$ cat src/rtl/sd_spi_master.sv
// sd_spi_master: byte-wide SPI mode-0 (MSB first) master for SD cards, controlled
// through a four-register bus (DATA, STATUS, CTRL, DIV). DIV is latched at transfer start.
module sd_spi_master #(
  parameter logic [7:0] DEFAULT_DIV = 8'd24,
  parameter logic       MOSI_IDLE   = 1'b1
) (
  input  logic       clk,
  input  logic       rst,
  input  logic       cs,
  input  logic       we,
  input  logic [1:0] addr,
  input  logic [7:0] data_i,
  output logic [7:0] data_o,
  output logic       sd_cs,
  output logic       spi_clk,
  output logic       spi_mosi,
  input  logic       spi_miso,
  output logic       irq,
  output logic [1:0] o_dbg_state
);

  typedef enum logic [1:0] {S_IDLE, S_LOW, S_HIGH, S_DONE} state_t;

  localparam logic [1:0] A_DATA = 2'd0;
  localparam logic [1:0] A_STAT = 2'd1;
  localparam logic [1:0] A_CTRL = 2'd2;
  localparam logic [1:0] A_DIV  = 2'd3;

  // Bus handshake: every clk edge with cs high is one access, no wait states.
  // we=1 writes data_i into register addr; we=0 reads, data_o tracks addr combinationally.
  state_t     r_state;
  logic [7:0] r_div;
  logic [7:0] r_div_lat;
  logic [7:0] r_cnt;
  logic [7:0] r_tx;
  logic [7:0] r_rx_sh;
  logic [7:0] r_rx;
  logic [2:0] r_bit;
  logic       r_busy;
  logic       r_done;
  logic       r_irq_en;
  logic       r_sd_cs;
  logic       r_spi_clk;
  logic       r_mosi;

  logic w_data_wr;
  logic w_data_rd;
  logic w_cnt_zero;

  assign w_data_wr  = cs & we & (addr == A_DATA);
  assign w_data_rd  = cs & ~we & (addr == A_DATA);
  assign w_cnt_zero = (r_cnt == 8'd0);

  always_ff @(posedge clk) begin
    if (rst) begin
      r_state   <= S_IDLE;
      r_div     <= DEFAULT_DIV;
      r_div_lat <= DEFAULT_DIV;
      r_cnt     <= 8'd0;
      r_tx      <= 8'h00;
      r_rx_sh   <= 8'h00;
      r_rx      <= 8'h00;
      r_bit     <= 3'd0;
      r_busy    <= 1'b0;
      r_done    <= 1'b0;
      r_irq_en  <= 1'b0;
      r_sd_cs   <= 1'b1;
      r_spi_clk <= 1'b0;
      r_mosi    <= MOSI_IDLE;
    end else begin
      if (cs && we && addr == A_CTRL) begin
        r_sd_cs  <= data_i[0];
        r_irq_en <= data_i[1];
      end
      if (cs && we && addr == A_DIV) r_div <= data_i;
      // A read clears done; the DONE-state set below is assigned later and wins.
      if (w_data_rd) r_done <= 1'b0;

      case (r_state)
        S_IDLE: begin
          if (w_data_wr) begin
            r_state   <= S_LOW;
            r_tx      <= data_i;
            r_mosi    <= data_i[7];
            r_busy    <= 1'b1;
            r_done    <= 1'b0;
            r_cnt     <= r_div;
            r_div_lat <= r_div;
            r_bit     <= 3'd0;
          end
        end
        S_LOW: begin
          if (w_cnt_zero) begin
            r_state   <= S_HIGH;
            r_spi_clk <= 1'b1;
            r_rx_sh   <= {r_rx_sh[6:0], spi_miso};
            r_cnt     <= r_div_lat;
          end else begin
            r_cnt <= r_cnt - 8'd1;
          end
        end
        S_HIGH: begin
          if (w_cnt_zero) begin
            r_spi_clk <= 1'b0;
            if (r_bit == 3'd7) begin
              r_state <= S_DONE;
            end else begin
              r_state <= S_LOW;
              r_tx    <= {r_tx[6:0], 1'b0};
              r_mosi  <= r_tx[6];
              r_bit   <= r_bit + 3'd1;
              r_cnt   <= r_div_lat;
            end
          end else begin
            r_cnt <= r_cnt - 8'd1;
          end
        end
        S_DONE: begin
          r_rx    <= r_rx_sh;
          r_done  <= 1'b1;
          r_busy  <= 1'b0;
          r_mosi  <= MOSI_IDLE;
          r_state <= S_IDLE;
        end
        default: r_state <= S_IDLE;
      endcase
    end
  end

  always_comb begin
    data_o = 8'h00;
    case (addr)
      A_DATA:  data_o = r_rx;
      A_STAT:  data_o = {r_done, r_busy, 6'b0};
      A_CTRL:  data_o = {6'b0, r_irq_en, r_sd_cs};
      A_DIV:   data_o = r_div;
      default: data_o = 8'h00;
    endcase
  end

  assign sd_cs       = r_sd_cs;
  assign spi_clk     = r_spi_clk;
  assign spi_mosi    = r_mosi;
  assign irq         = r_done & r_irq_en;
  assign o_dbg_state = r_state;

endmodule

$ cat config.mk
export PLATFORM = sky130hd
export DESIGN_NAME = sd_spi_master
export DESIGN_NICKNAME = d
export VERILOG_FILES = /design/src/rtl/sd_spi_master.sv
export SDC_FILE = /design/constraint.sdc
export NUM_CORES = 1
export LEC_CHECK = 0
export BUFFER_PORTS_ARGS = -buffer_cell sky130_fd_sc_hd__buf_2
export CAP_MARGIN = 20
export CORE_AREA = 2 2 72 74
export CTS_CLUSTER_DIAMETER = 80
export DETAILED_ROUTE_END_ITERATION = 10
export DIE_AREA = 0 0 74 76
export PLACE_DENSITY_LB_ADDON = 0.3
export SLEW_MARGIN = 20
export SYNTH_ARGS = -nofsm -noshare
export SYNTH_HDL_FRONTEND = slang
export SYNTH_SLANG_ARGS = --single-unit
$ cat constraint.sdc
create_clock -name clk -period 2.7 [get_ports clk]
set_input_delay 0.54 -clock clk [delete_from_list [all_inputs] [get_ports clk]]
set_output_delay 0.54 -clock clk [all_outputs]
set_load 0.01 [all_outputs]
==> impl_metrics.yaml <==
pwr:
  pwr-share-comb: 0.384
  p_per_area_mw_per_mm2: 1070
  clkPwrFrac: 0.295
  power_mw: 3.45
  p_sw_frac: 0.367
  p_sw_mw: 1.27
  pwr-share-seq: 0.321
  total_leakage_power_nw: 1.31
  vdd_drop_max_mv: 0.616
  power.internal_mw: 2.18
cts:
  cts-buffers-inserted: 9
  cts_sinks: 58
  cts_root_buf: "clkbuf_8"
  clock_path_buffers: 2
  clock_latency_ns: 0.35
  cts_setup_buffers: 0
  cts_tree: "built"
  clk_pin_slew_ns: 0.07
  cts_resized: 0
  cts_hold_buffers: 0
  ctsHtreeMaxLevel: 3
sta:
  grt_setup_unrepaired: "no"
  setup_viol: 0
  period_needed_ns: 2.40
  relSlewSlack: 0.554
  period_share: 0.890
  fin_tns_setup_ns: 0
  drv_slew: 0
  tightest_slew_ns: 0.669
  fmax_mhz: 416
  hold_viol: 0
  fin_worst_skew_ns: 0.00692
worst_setup_path:
  path_class: "reg2reg"
  crit_arrival_ns: 2.65
  end_kind: "flop"
  worst_setup_path_start_kind: "flop"
  critPathRequiredTime_ns: 2.95
  cp_max_fo: 15
yosys:
  yosysWarnings: 0
  yosysTopAreaCellShare: 0.421
  synth.avg_cell_area_um2: 8.70
  synth_ff_type: "dfxtp_1"
  synth.distinct_cells: 50
  ys_seq_area_frac: 0.421
  synth_nets: 341
  syn-cell-area_mm2: 0.00276
  synthCells: 317
  yosysTopAreaCell: "dfxtp_1"
  synth_edf_count: 0
  ys_top_cells_by_area: "dfxtp_1 42%, mux2i_1 8.7%, nand2_1 6.4%"
  async_flop_share: 0
  yosys_register_bits: 58
drt:
  first_pass_iters: 4
  vias: 2361
  routed_via_density: 5.59
  drtAntennaViolNets: 0
  drc: 0
  routed_wl_um: 6270
  drt-initial-drc-count: 143
  wl_per_cell_um: 14.9
status:
  status: "finished, final reports clean"
final_layout:
  drive_gt1_frac: 0.190
  num-fill-cells: 394
  final_common_cell: "dfxtp_1"
  final_cell_mix: "58 x dfxtp_1, 47 x nand2_1, 41 x nor2_1"
  fin_nets: 371
  syn_to_final_growth_pct: 17.2
  antenna_cells: 0
die:
  core_area_mm2: 0.00491
  start_util: 0.561
  std_cell_rows: 26
  die-area_mm2: 0.00562
  die_height_um: 76
  die_x_um: 74
  ios: 29
place:
  dp_hpwl_um: 4320
  gp_congestion: 0.799
  portBuffers: 28
global_route:
  grt_first_pass_wirelength_um: 10700
  grt_pass1_vias: 2265
  grt_overflow: 0
  grt.total_usage: 0.249
  antenna_found_initial: 0
  grt_max_degree: 27
worst_hold_path:
  hold_path.class: "in2reg"
run:
  cap_violations: 0
-- path summary, 6_finish.rpt --
path,startpoint,end,slack (ns),cells past startpoint
hold / removal,spi_miso,r_rx_sh[0]$_SDFFE_PP0P_,0.44,3
setup reg to reg,r_cnt[2]$_SDFFE_PP0P_,r_tx[1]$_SDFFE_PP0P_,0.30,6
setup / recovery,r_cnt[2]$_SDFFE_PP0P_,r_tx[1]$_SDFFE_PP0P_,0.30,6
hold reg to reg,r_div_lat[3]$_SDFFE_PP1P_,r_div_lat[3]$_SDFFE_PP1P_,0.46,1
-- power groups by stage --
stage | logic (mW) | clock network (mW) | registers, mW
after floorplan | 1.00 | 0 | 1.11
after global placement | 1.28 | 0 | 1.12
after detailed placement | 1.30 | 0 | 1.12
after CTS | 1.32 | 1.02 | 1.10
after global routing | 1.48 | 1.06 | 1.13
final | 1.32 | 1.02 | 1.11
-- registers in the layout, indices dropped and copies added, names as in the netlist --
signal       cells
o_dbg_state      2
r_bit            3
r_busy           1
r_cnt            8
r_div            8
r_div_lat        8
r_done           1
r_irq_en         1
r_rx             8
r_rx_sh          8
r_tx             7
sd_cs            1
spi_clk          1
spi_mosi         1
-- cell families (layout without fill, tap and decap cells) --
kind of cell	count (synthesis)	in the layout	synth area share
AOI/OAI and AO/OA	70	70	0.189
xor gates and xnor gates	4	4	0.0127
adders and majority gates	9	9	0.0409
buffers and inverters	32	67	0.0472
DFF	58	58	0.421
muxes	26	26	0.0953
and+or+nand+nor	118	118	0.193
-- cell type report --
type	count	area [um^2]	share of cell area
sequential	58	1160	0.360
multi-input combinational	227	1470	0.454
tap	70	87.6	0.0271
timing repair buffer	38	215	0.0666
inverter	13	48.8	0.0151
clock inverter	5	100	0.0310
clock buffer	11	151	0.0469
-- worst max-delay path, stage by stage (launching register included) --
cell	delay (ns)
dfxtp_1	0.35
or4_1	0.64
or4_4	0.55
a211oi_4	0.24
buf_4	0.24
nor2_1	0.06
a211oi_1	0.22
-- synth_stat cells (2+ instances only) --
| library cell | n |
|---|---|
| a21oi_1 | 22 |
| nor3b_1 | 2 |
| a22o_1 | 6 |
| o211ai_1 | 3 |
| dfxtp_1 | 58 |
| o21ai_0 | 5 |
| a211o_1 | 3 |
| ha_1 | 9 |
| a211oi_2 | 3 |
| or4_1 | 2 |
| inv_1 | 12 |
| nand3b_1 | 3 |
| a211oi_1 | 7 |
| nor3_1 | 3 |
| nand2_1 | 47 |
| nand2b_1 | 2 |
| o2bb2ai_1 | 2 |
| mux2i_1 | 24 |
| nor2_1 | 41 |
| nand3_1 | 3 |
| a311oi_1 | 8 |
| clkbuf_1 | 16 |
| mux2_2 | 2 |
| xnor2_1 | 2 |
| and3_1 | 3 |
| xor2_1 | 2 |
| buf_2 | 2 |
| and2_1 | 3 |
-- per-layer routing --
layer  part of all wire  global-route usage
met3              0.037              0.0675
met2               0.46               0.368
met5                  0                   0
met4              0.022               0.125
met1               0.47               0.331
-- per-stage QoR --
stage	std cells	setup WS, ns	hold slack [ns]	instance area, um^2	util
after floorplan	317	0.297	0.427	2760	-
after global placement	406	0.398	0.439	2980	0.606
after global routing	422	0.212	0.444	3230	0.657
final	422	0.298	0.444	3230	0.657
after CTS	422	0.312	0.432	3230	0.657
after detailed placement	406	0.335	0.445	2980	0.606
No activity file was read; power rests on OpenSTA's default activity.
